## config.mk

```make
export PLATFORM = sky130hd
export DESIGN_NAME = mem_access_stage
export DESIGN_NICKNAME = d
export VERILOG_FILES = /design/src/rtl/mem_access_stage.sv
export SDC_FILE = /design/constraint.sdc
export NUM_CORES = 1
export LEC_CHECK = 0
export CORE_AREA = 2 2 122 124
export DETAILED_ROUTE_END_ITERATION = 7
export DIE_AREA = 0 0 124 126
export PLACE_DENSITY = 0.82
export SLEW_MARGIN = 30
export SYNTH_ARGS = -nofsm -noshare
export SYNTH_HDL_FRONTEND = slang
export SYNTH_SLANG_ARGS = --single-unit
```

## constraint.sdc

```tcl
create_clock -name clk -period 2.2 [get_ports clk]
set_input_delay 0.44 -clock clk [delete_from_list [all_inputs] [get_ports clk]]
set_output_delay 0.44 -clock clk [all_outputs]
set_load 0.03 [all_outputs]
```

## src/rtl/mem_access_stage.sv

```systemverilog
// MEM stage: data-memory access over a req/ack handshake, upstream stall generation,
// and the MEM/WB pipeline register.
module mem_access_stage #(
    parameter int unsigned TIMEOUT = 255,
    parameter int unsigned CNT_W   = 8
) (
    input  logic        clk,
    input  logic        rst,
    input  logic        RegWrite_in,
    input  logic        MemtoReg_in,
    input  logic        MemRead_in,
    input  logic        MemWrite_in,
    input  logic [31:0] ALUData_in,
    input  logic [31:0] MemWriteData_in,
    input  logic [4:0]  WBregister_in,
    output logic        mem_req,
    output logic        mem_we,
    output logic [31:0] mem_addr,
    output logic [31:0] mem_wdata,
    input  logic [31:0] mem_rdata,
    input  logic        mem_ack,
    output logic        stall,
    output logic        mem_err,
    output logic        RegWrite_out,
    output logic        MemtoReg_out,
    output logic [31:0] ReadData_out,
    output logic [31:0] ALUData_out,
    output logic [4:0]  WBregister_out
);

    typedef enum logic {
        S_IDLE,
        S_WAIT
    } state_t;

    localparam logic [CNT_W-1:0] LP_TO_LAST = CNT_W'((TIMEOUT == 0) ? 0 : TIMEOUT - 1);

    state_t             r_state;
    logic [CNT_W-1:0]   r_cnt;
    logic               r_cap_regwrite;
    logic               r_cap_memtoreg;
    logic [31:0]        r_cap_alu;
    logic [4:0]         r_cap_wbreg;

    logic               w_access;
    logic               w_dual;
    logic               w_mis;
    logic               w_timeout;

    assign w_access  = MemRead_in | MemWrite_in;
    assign w_dual    = MemRead_in & MemWrite_in;
    assign w_mis     = w_access & (ALUData_in[1:0] != 2'b00);
    assign w_timeout = (TIMEOUT != 0) && (r_cnt == LP_TO_LAST);

    assign stall = ((r_state == S_IDLE) && w_access && !w_mis) ||
                   ((r_state == S_WAIT) && !mem_ack && !w_timeout);

    always_ff @(posedge clk or negedge rst) begin
        if (!rst) begin
            r_state        <= S_IDLE;
            r_cnt          <= '0;
            r_cap_regwrite <= 1'b0;
            r_cap_memtoreg <= 1'b0;
            r_cap_alu      <= '0;
            r_cap_wbreg    <= '0;
            mem_req        <= 1'b0;
            mem_we         <= 1'b0;
            mem_addr       <= '0;
            mem_wdata      <= '0;
            mem_err        <= 1'b0;
            RegWrite_out   <= 1'b0;
            MemtoReg_out   <= 1'b0;
            ReadData_out   <= '0;
            ALUData_out    <= '0;
            WBregister_out <= '0;
        end else begin
            // MEM/WB defaults to a bubble; only completing instructions override it
            mem_err        <= 1'b0;
            RegWrite_out   <= 1'b0;
            MemtoReg_out   <= 1'b0;
            ReadData_out   <= '0;
            ALUData_out    <= '0;
            WBregister_out <= '0;
            case (r_state)
                S_IDLE: begin
                    if (!w_access) begin
                        RegWrite_out   <= RegWrite_in;
                        MemtoReg_out   <= MemtoReg_in;
                        ALUData_out    <= ALUData_in;
                        WBregister_out <= WBregister_in;
                    end else begin
                        mem_err <= w_mis | w_dual;
                        if (!w_mis) begin
                            r_cap_regwrite <= RegWrite_in;
                            r_cap_memtoreg <= MemtoReg_in;
                            r_cap_alu      <= ALUData_in;
                            r_cap_wbreg    <= WBregister_in;
                            mem_req        <= 1'b1;
                            mem_we         <= ~MemRead_in;
                            mem_addr       <= ALUData_in;
                            mem_wdata      <= MemWriteData_in;
                            r_cnt          <= '0;
                            r_state        <= S_WAIT;
                        end
                    end
                end
                S_WAIT: begin
                    if (mem_ack) begin
                        mem_req        <= 1'b0;
                        r_state        <= S_IDLE;
                        RegWrite_out   <= r_cap_regwrite;
                        MemtoReg_out   <= r_cap_memtoreg;
                        ALUData_out    <= r_cap_alu;
                        WBregister_out <= r_cap_wbreg;
                        ReadData_out   <= mem_we ? '0 : mem_rdata;
                    end else if (w_timeout) begin
                        mem_req <= 1'b0;
                        mem_err <= 1'b1;
                        r_state <= S_IDLE;
                    end else begin
                        r_cnt <= r_cnt + 1'b1;
                    end
                end
                default: r_state <= S_IDLE;
            endcase
        end
    end

endmodule

```

==> impl_summary.txt, run 1 <==
----------------------------------------------------
[Layout]
  Inserted Diodes ... 0
  Synthesis-to-layout area growth ... 59.52%
  NumNets Final ... 888
  Non-filler instance count after layout ... 975
  Share of post-route cells with drive strength above 1 ... under 10%

[Placement]
  Global placement routability congestion ... just under 0.8
  Post-place setup slack ... -0.1698 ns
  Final HPWL from detailed placement ... about 11000 um
  Placed cell count ... roughly 940
  Count of buffers from port buffering ... approximately 250

[Worst setup path]
  Slowest cell delay on critical path ... 0.50 ns
  Reg2reg path depth ... 3
  CP Buf/Inv Count ... 3
  Slowest-stage cell, CP ... or4_4
  RR Startpoint ... r_state
  Arrival time of the worst setup path ... between 1.5 and 2 ns
  Cells along the critical path ... clkdlybuf4s50_1 > or4_4 > and2_4 > inv_1 > buf_6
  Critical Setup Path Class ... primary input to output pin
  Required time of the worst setup path ... between 1.5 and 2 ns
  Crit path max-delay family ... simple AND/OR/NAND/NOR gates
  End of the worst register-to-register path ... r_cap_alu[0]
  Crit path launch type ... primary input
  Worst setup EP type ... output pin
  Top fanout value on the critical path ... 2
  Setup slack of the worst register-to-register path ... approximately 0.48 ns

[Synth]
  Sequential share of the synthesized area ... 68.32%
  Most used flip-flop cell after synthesis ... dfrtp_1
  Syn. warnings ... 0
  Proportion of register bits with asynchronous set or reset after synthesis ... between 90% and 100%
  Share of the synthesized area in the top cell type ... about 68%
  Adder-cell share of the synthesized area ... less than 1%
  Basic-gate share of the synthesized area counting and, or, nand and nor cells ... 20.43%
  Syn_area_per_cell ... around 11 um^2
  Number of distinct library cells after synthesis ... 24
  Post-synth EDFFs ... 0
  Post-synthesis register bit count ... roughly 150
  Cell type with the largest total area after synthesis ... dfrtp_1
  Top cells by area, synth ... dfrtp_1 (68%), nand2_1 (14%), a22o_1 (6.2%)
  Synth Net Count ... 632
  Proportion of synthesized area in mux cells ... 0%
  Share of the synthesized area in compound gates (AO/OA/AOI/OAI) ... 8.319%
  Synth Instances ... 522
  Cell Area, Synth ... 0.005640 mm^2
  Combinational family with the most area after synthesis ... simple AND/OR/NAND/NOR gates
  Xor and xnor fraction of the mapped netlist area ... 0%

[Timing]
  Max Slew Vio Count ... 0
  Final hold vios ... 0
  Clock period minus final worst setup slack ... 2.159 ns
  Count of final setup violators ... 0
  Worst slack on hold paths ... ~0.4 ns
  Fmax ... approximately 0.46 GHz
  Setup TNS ... 0 ns
  Worst clock skew on the final layout ... about 0.0066 ns
  Transition at the pin with the smallest max-transition slack ... between 0.8 and 0.9 ns
  Max-slew headroom ... 44.86%
  Final period utilization ... between 90% and 100%
  Setup WS post-layout ... just over 0.04 ns
  Unrepaired setup endpoints after global routing ... no

[Global route]
  Maximum number of pins on one net before global-route repair ... 77
  Number of antenna violations at the first check in global routing ... 0
  Total global routing overflow ... 0
  Via count of the first global-routing pass ... 4683
  Global-route wire length before repair ... 23620 um
  GRT Resource Usage Total ... 19.48%

[Flow run]
  Count of max-cap constraint violations ... 0

[Min path]
  HP Class ... primary input to flop
  Destination of the worst hold path ... mem_we
  Cell depth of the worst min-delay path ... 3
  Source of the worst hold timing path ... MemRead_in

[Routing]
  Avg WL per Cell ... around 15 um
  Vias post-DR ... 4617
  Number of iterations in the first detailed-routing pass ... 4
  Drt first-iter violations ... between 300 and 400
  DRC violations left ... 0
  Antenna Violating Nets Remaining ... 0
  Avg Vias per Cell ... 4.735
  Aggregate routed wire length ... approximately 15000 um

[Pwr]
  Total net switching power ... about 2.6 mW
  Part of the power in registers ... between 40% and 50%
  Total power density per cell area ... about 920 mW/mm^2
  Cell-internal power ... 5.709 mW
  Net Sw Frac ... a little under a third
  Combinational Power Share ... 26.1%
  Share of total power in the clock network ... between 30% and 40%
  Final total power ... ~8.3 mW
  Peak supply drop ... roughly 0.45 mV
  LEAKAGE ... ~4.3 nW

[Clock network]
  Clock tree from TritonCTS ... yes
  H-tree level count ... 4
  Clock network latency to the later pin of the worst-skew pair ... between 0.4 and 0.5 ns
  Clock tree root buffer cell ... clkbuf_16
  Maximum buffer depth of the clock tree ... 2
  Total clock sinks ... between 150 and 200
  Clock-pin slew on the worst setup and hold paths ... approximately 0.060 ns
  Number of buffers created by CTS ... 17

[Floorplan]
  Die span in y ... roughly 130 um
  I/O pin total ... around 250
  Number of rows in the core area ... 44
  Effective utilization at floorplan ... between 30% and 40%
  Area of the core region ... roughly 0.014 mm^2
  Chip Width ... between 100 and 150 um
  Floorplan die area ... ~0.016 mm^2

[Status]
  Status ... complete, no violations

----------------------------------------------------
layout by cell type, fill, tap and decap left out, types with 6 or more instances in the layout:
master / count
buf_4: 16
dfrtp_1: 154
nand3_1: 6
o21ai_0: 8
nand2_1: 213
a22o_1: 40
clkdlybuf4s50_1: 241
clkbuf_16: 17
and2_1: 34
cell families after synthesis:
| logic type | Yosys count |
|---|---|
| AOI/OAI and AO/OA | 60 |
| and+or+nand+nor | 273 |
| DFF | 154 |
| buffers and inverters | 33 |
| adders and majority gates | 2 |
power by group through the flow:
stage,Sequential (mW),Combinational [mW],Clock [mW]
after floorplan,4.11,0.403,0
after global placement,3.46,2.13,0
after detailed placement,3.48,2.16,0
after CTS,3.43,2.18,2.75
after global routing,3.47,2.30,2.88
final,3.43,2.16,2.69
worst max-delay path by stage:
stage / endpoint / startpoint / slack, ns / cells after the start
2_1_floorplan: stall / r_state / 0.18 / 6
3_3_place_gp: stall / MemWrite_in / -0.14 / 6
3_5_place_dp: r_cnt[0] / MemWrite_in / -0.17 / 6
4_1_cts: stall / r_cnt[0] / 0.01 / 7
5_1_grt: stall / r_cnt[0] / 0.004 / 7
6_report: stall / ALUData_in[0] / 0.04 / 5
cell usage after synthesis, drive strengths merged, types with 3 or more instances:
master	count
buf	3
nor3	3
dfrtp	154
o21ai	9
a21oi	4
nand3	6
inv	3
and2	36
clkbuf	27
nor2	5
a21o	5
a22o	40
nand2	213
metal layers:
| metal | GRT usage, % | part of all wire, % |
|---|---|---|
| met5 | 0 | 0 |
| met1 | 23.65 | 40 |
| met4 | 8.460 | 2.5 |
| met2 | 30.74 | 47 |
| met3 | 7.563 | 11 |
what timing repair did:
item / CTS / global route
hold buffers: 1 / 0
gates resized for setup: 4 / 4
pin swaps: 0 / 0
endpoints found under the setup margin: 1 / 1
setup buffers: 0 / 0
hold endpoints to repair: 47 / 0
stage by stage:
| step | cell area (um^2) | utilization (%) |
|---|---|---|
| after floorplan | 5640 | - |
| after global placement | 8419 | 58.82 |
| after detailed placement | 8419 | 58.82 |
| after CTS | 8989 | 62.80 |
| after global routing | 8997 | 62.86 |
| final | 8997 | 62.86 |
registers in the layout (all words and copies together), names as in the netlist, 5 cells and up:
register,flops
ALUData_out,32
ReadData_out,32
WBregister_out,5
mem_wdata,32
r_cap_alu,32
r_cap_wbreg,5
r_cnt,8
worst reg2reg max path, cell delays in order (launching register included):
cell and delay, ns:
dfrtp_1 0.38, or4_4 0.55, buf_4 0.36, and2_1 0.32
final cells by class:
class,instances,area [um^2]
multi-input cells,335,1672
fillers,1114,5316
flip-flops and latches,154,3854
inverters,3,11.26
repair buffers,267,2679
well taps,184,230.2
clock buffers,23,488.0
clock inverters,9,63.81
Note: power is estimated with default switching activity, not from simulation.
==> inputs of run 2 (changes only) <==
--- a/config.mk
+++ b/config.mk
@@ -5,11 +5,12 @@
 export SDC_FILE = /design/constraint.sdc
 export NUM_CORES = 1
 export LEC_CHECK = 0
-export CORE_AREA = 2 2 122 124
+export CORE_AREA = 2 2 125 127
 export DETAILED_ROUTE_END_ITERATION = 7
-export DIE_AREA = 0 0 124 126
+export DIE_AREA = 0 0 127 129
 export PLACE_DENSITY = 0.82
 export SLEW_MARGIN = 30
 export SYNTH_ARGS = -nofsm -noshare
 export SYNTH_HDL_FRONTEND = slang
 export SYNTH_SLANG_ARGS = --single-unit
+export TNS_END_PERCENT = 100
==> constraint.sdc (replaced) <==
create_clock -name clk -period 1.97 [get_ports clk]
set_input_delay 0.394 -clock clk [delete_from_list [all_inputs] [get_ports clk]]
set_output_delay 0.394 -clock clk [all_outputs]
set_load 0.03 [all_outputs]
==> impl_summary.txt, run 2 (synthesis gave the netlist of run 1 again) <==
----------------------------------------------------
[Status]
  Status ... complete, but fails checks
  Violated checks ... setup timing

[Placement]
  Placed cell areas ... approximately 0.0085 mm^2
  Post-place setup slack ... -0.3567 ns
  Global placement routability congestion ... about 0.80
  Final HPWL from detailed placement ... between 10000 and 15000 um
  Count of buffers from port buffering ... roughly 250

[Worst setup path]
  Slowest cell delay on critical path ... 0.50 ns
  Critical Setup Path Class ... primary input to output pin
  Slowest-stage cell, CP ... or4_4
  Cells along the critical path ... clkdlybuf4s50_1 > or4_4 > and2_4 > clkinvlp_4 > buf_6
  Top fanout value on the critical path ... 2
  Required time of the worst setup path ... ~1.6 ns
  Arrival time of the worst setup path ... between 1.5 and 2 ns
  Crit path launch type ... primary input
  Worst setup EP type ... output pin

[Pwr]
  LEAKAGE ... around 4.4 nW
  Total net switching power ... roughly 3.0 mW
  Cell-internal power ... approximately 6.5 mW
  Share of total power in the clock network ... 33.7%
  Final total power ... approximately 9.5 mW
  Part of the power in registers ... 40.3%
  Combinational Power Share ... 25.9%
  Total power density per cell area ... 1039 mW/mm^2
  Peak supply drop ... 0.5370 mV
  Net Sw Frac ... 31.61%

[Timing]
  Count of final setup violators ... 1
  Final hold vios ... 0
  Setup TNS ... -0.1085 ns
  Setup WS post-layout ... -0.1085 ns
  Transition at the pin with the smallest max-transition slack ... just under 0.5 ns
  Max Slew Vio Count ... 0
  Max-slew headroom ... around two thirds
  Worst clock skew on the final layout ... about 0.0073 ns
  Fmax ... 0.4811 GHz
  Clock period minus final worst setup slack ... just over 2 ns
  Final period utilization ... 105.5%
  Unrepaired setup endpoints after global routing ... yes

[Layout]
  NumNets Final ... 897
  Share of post-route cells with drive strength above 1 ... a little under a tenth
  Inserted Diodes ... 0
  Total non-filler cell area in the finished layout ... approximately 0.0092 mm^2
  Synthesis-to-layout area growth ... 62.24%
  Most common cell after layout, fill and taps aside ... clkdlybuf4s50_1
  Most frequent cells in the layout ... clkdlybuf4s50_1 (241), nand2_1 (213), dfrtp_1 (154)

[Clock network]
  Clock tree from TritonCTS ... yes
  Clock tree root buffer cell ... clkbuf_16
  Number of buffers created by CTS ... 17
  H-tree level count ... 4
  Clock-pin slew on the worst setup and hold paths ... about 0.060 ns
  Clock network latency to the later pin of the worst-skew pair ... ~0.41 ns
  Total clock sinks ... ~150
  Maximum buffer depth of the clock tree ... 2

[Floorplan]
  Area of the core region ... roughly 0.015 mm^2
  Chip Width ... 127 um
  I/O pin total ... 247
  Number of rows in the core area ... between 40 and 50
  Floorplan die area ... roughly 0.016 mm^2
  Effective utilization at floorplan ... 37.66%
  Die span in y ... around 130 um

[Routing]
  Avg WL per Cell ... ~16 um
  DRC violations left ... 0
  Vias post-DR ... approximately 4600
  Avg Vias per Cell ... 4.696
  Number of iterations in the first detailed-routing pass ... 4
  Drt first-iter violations ... 295
  Antenna Violating Nets Remaining ... 0
  Aggregate routed wire length ... between 15000 and 20000 um

[Flow run]
  Count of max-cap constraint violations ... 0

[Global route]
  Global-route wire length before repair ... around 25000 um
  Number of antenna violations at the first check in global routing ... 1
  Via count of the first global-routing pass ... approximately 4900
  Maximum number of pins on one net before global-route repair ... 61
  GRT Resource Usage Total ... 20.07%
  Total global routing overflow ... 0

[Min path]
  HP Class ... primary input to flop

----------------------------------------------------
-- run 2: cell count changes in the layout (fill, tap and decap cells not counted), moves of 2 or more --
cell,delta
clkinv_4,+4
clkbuf_8,-2
inv_8,+2
clkbuf_1,-2
clkinv_2,-2
buf_12,+3
buf_4,+6
-- run 2: per-layer routing --
layer	track usage (%)	wire length, um
met5	0	13
met4	5.042	90
met3	8.108	1476
met2	35.10	8199
met1	23.14	6288
-- run 2: final timing paths --
| kind | startpoint | to | slack, ns | depth (start not counted) |
|---|---|---|---|---|
| hold / removal | ALUData_in[0] | ALUData_out[0] | 0.40 | 3 |
| setup reg to reg | r_state | r_cap_alu[7] | 0.29 | 5 |
| setup / recovery | ALUData_in[1] | stall | -0.11 | 5 |
| max in group asynchronous | rst | ALUData_out[9] | 0.83 | 3 |
| min in group asynchronous | rst | mem_wdata[10] | 0.45 | 2 |
| hold reg to reg | mem_wdata[8] | mem_wdata[8] | 0.47 | 2 |
-- run 2: what timing repair did --
item,4_1_cts,5_1_grt
setup endpoints to repair,1,1
hold buffers,1,0
endpoints found under the hold margin,39,0
gates resized for setup,8,2
buffers inserted,3,1
pin swaps,3,3
cloned,0,0
-- run 2: metrics by stage --
step | cells | hold slack (ns) | util [%]
3_5_place_dp | 951 | 0.3377 | 56.78
5_1_grt | 988 | 0.3921 | 61.10
2_1_floorplan | 522 | 0.09841 | -
4_1_cts | 987 | 0.4526 | 61.00
3_3_place_gp | 951 | 0.3328 | 56.78
6_report | 988 | 0.3958 | 61.10
-- run 2: layout make-up --
type | count | area, um^2
clock buffer | 19 | 452.9
tap | 188 | 235.2
fill | 1203 | 5826
timing repair buffer | 276 | 2780
multi-input combinational | 335 | 1679
inverter | 3 | 15.01
sequential | 154 | 3854
clock inverter | 13 | 135.1
-- run 2: critical path: cells and delay by family --
family | cells | cell delay, ns
buffers and inverters | 3 | 0.62
and+or+nand+nor | 2 | 0.69
-- run 2: power by group through the flow --
stage	logic, mW	clock network, mW	registers, mW
finish	2.47	3.21	3.83
global route	2.63	3.45	3.88
CTS	2.49	3.30	3.83
detailed placement	2.45	0	3.89
global placement	2.41	0	3.87
floorplan	0.452	0	4.60
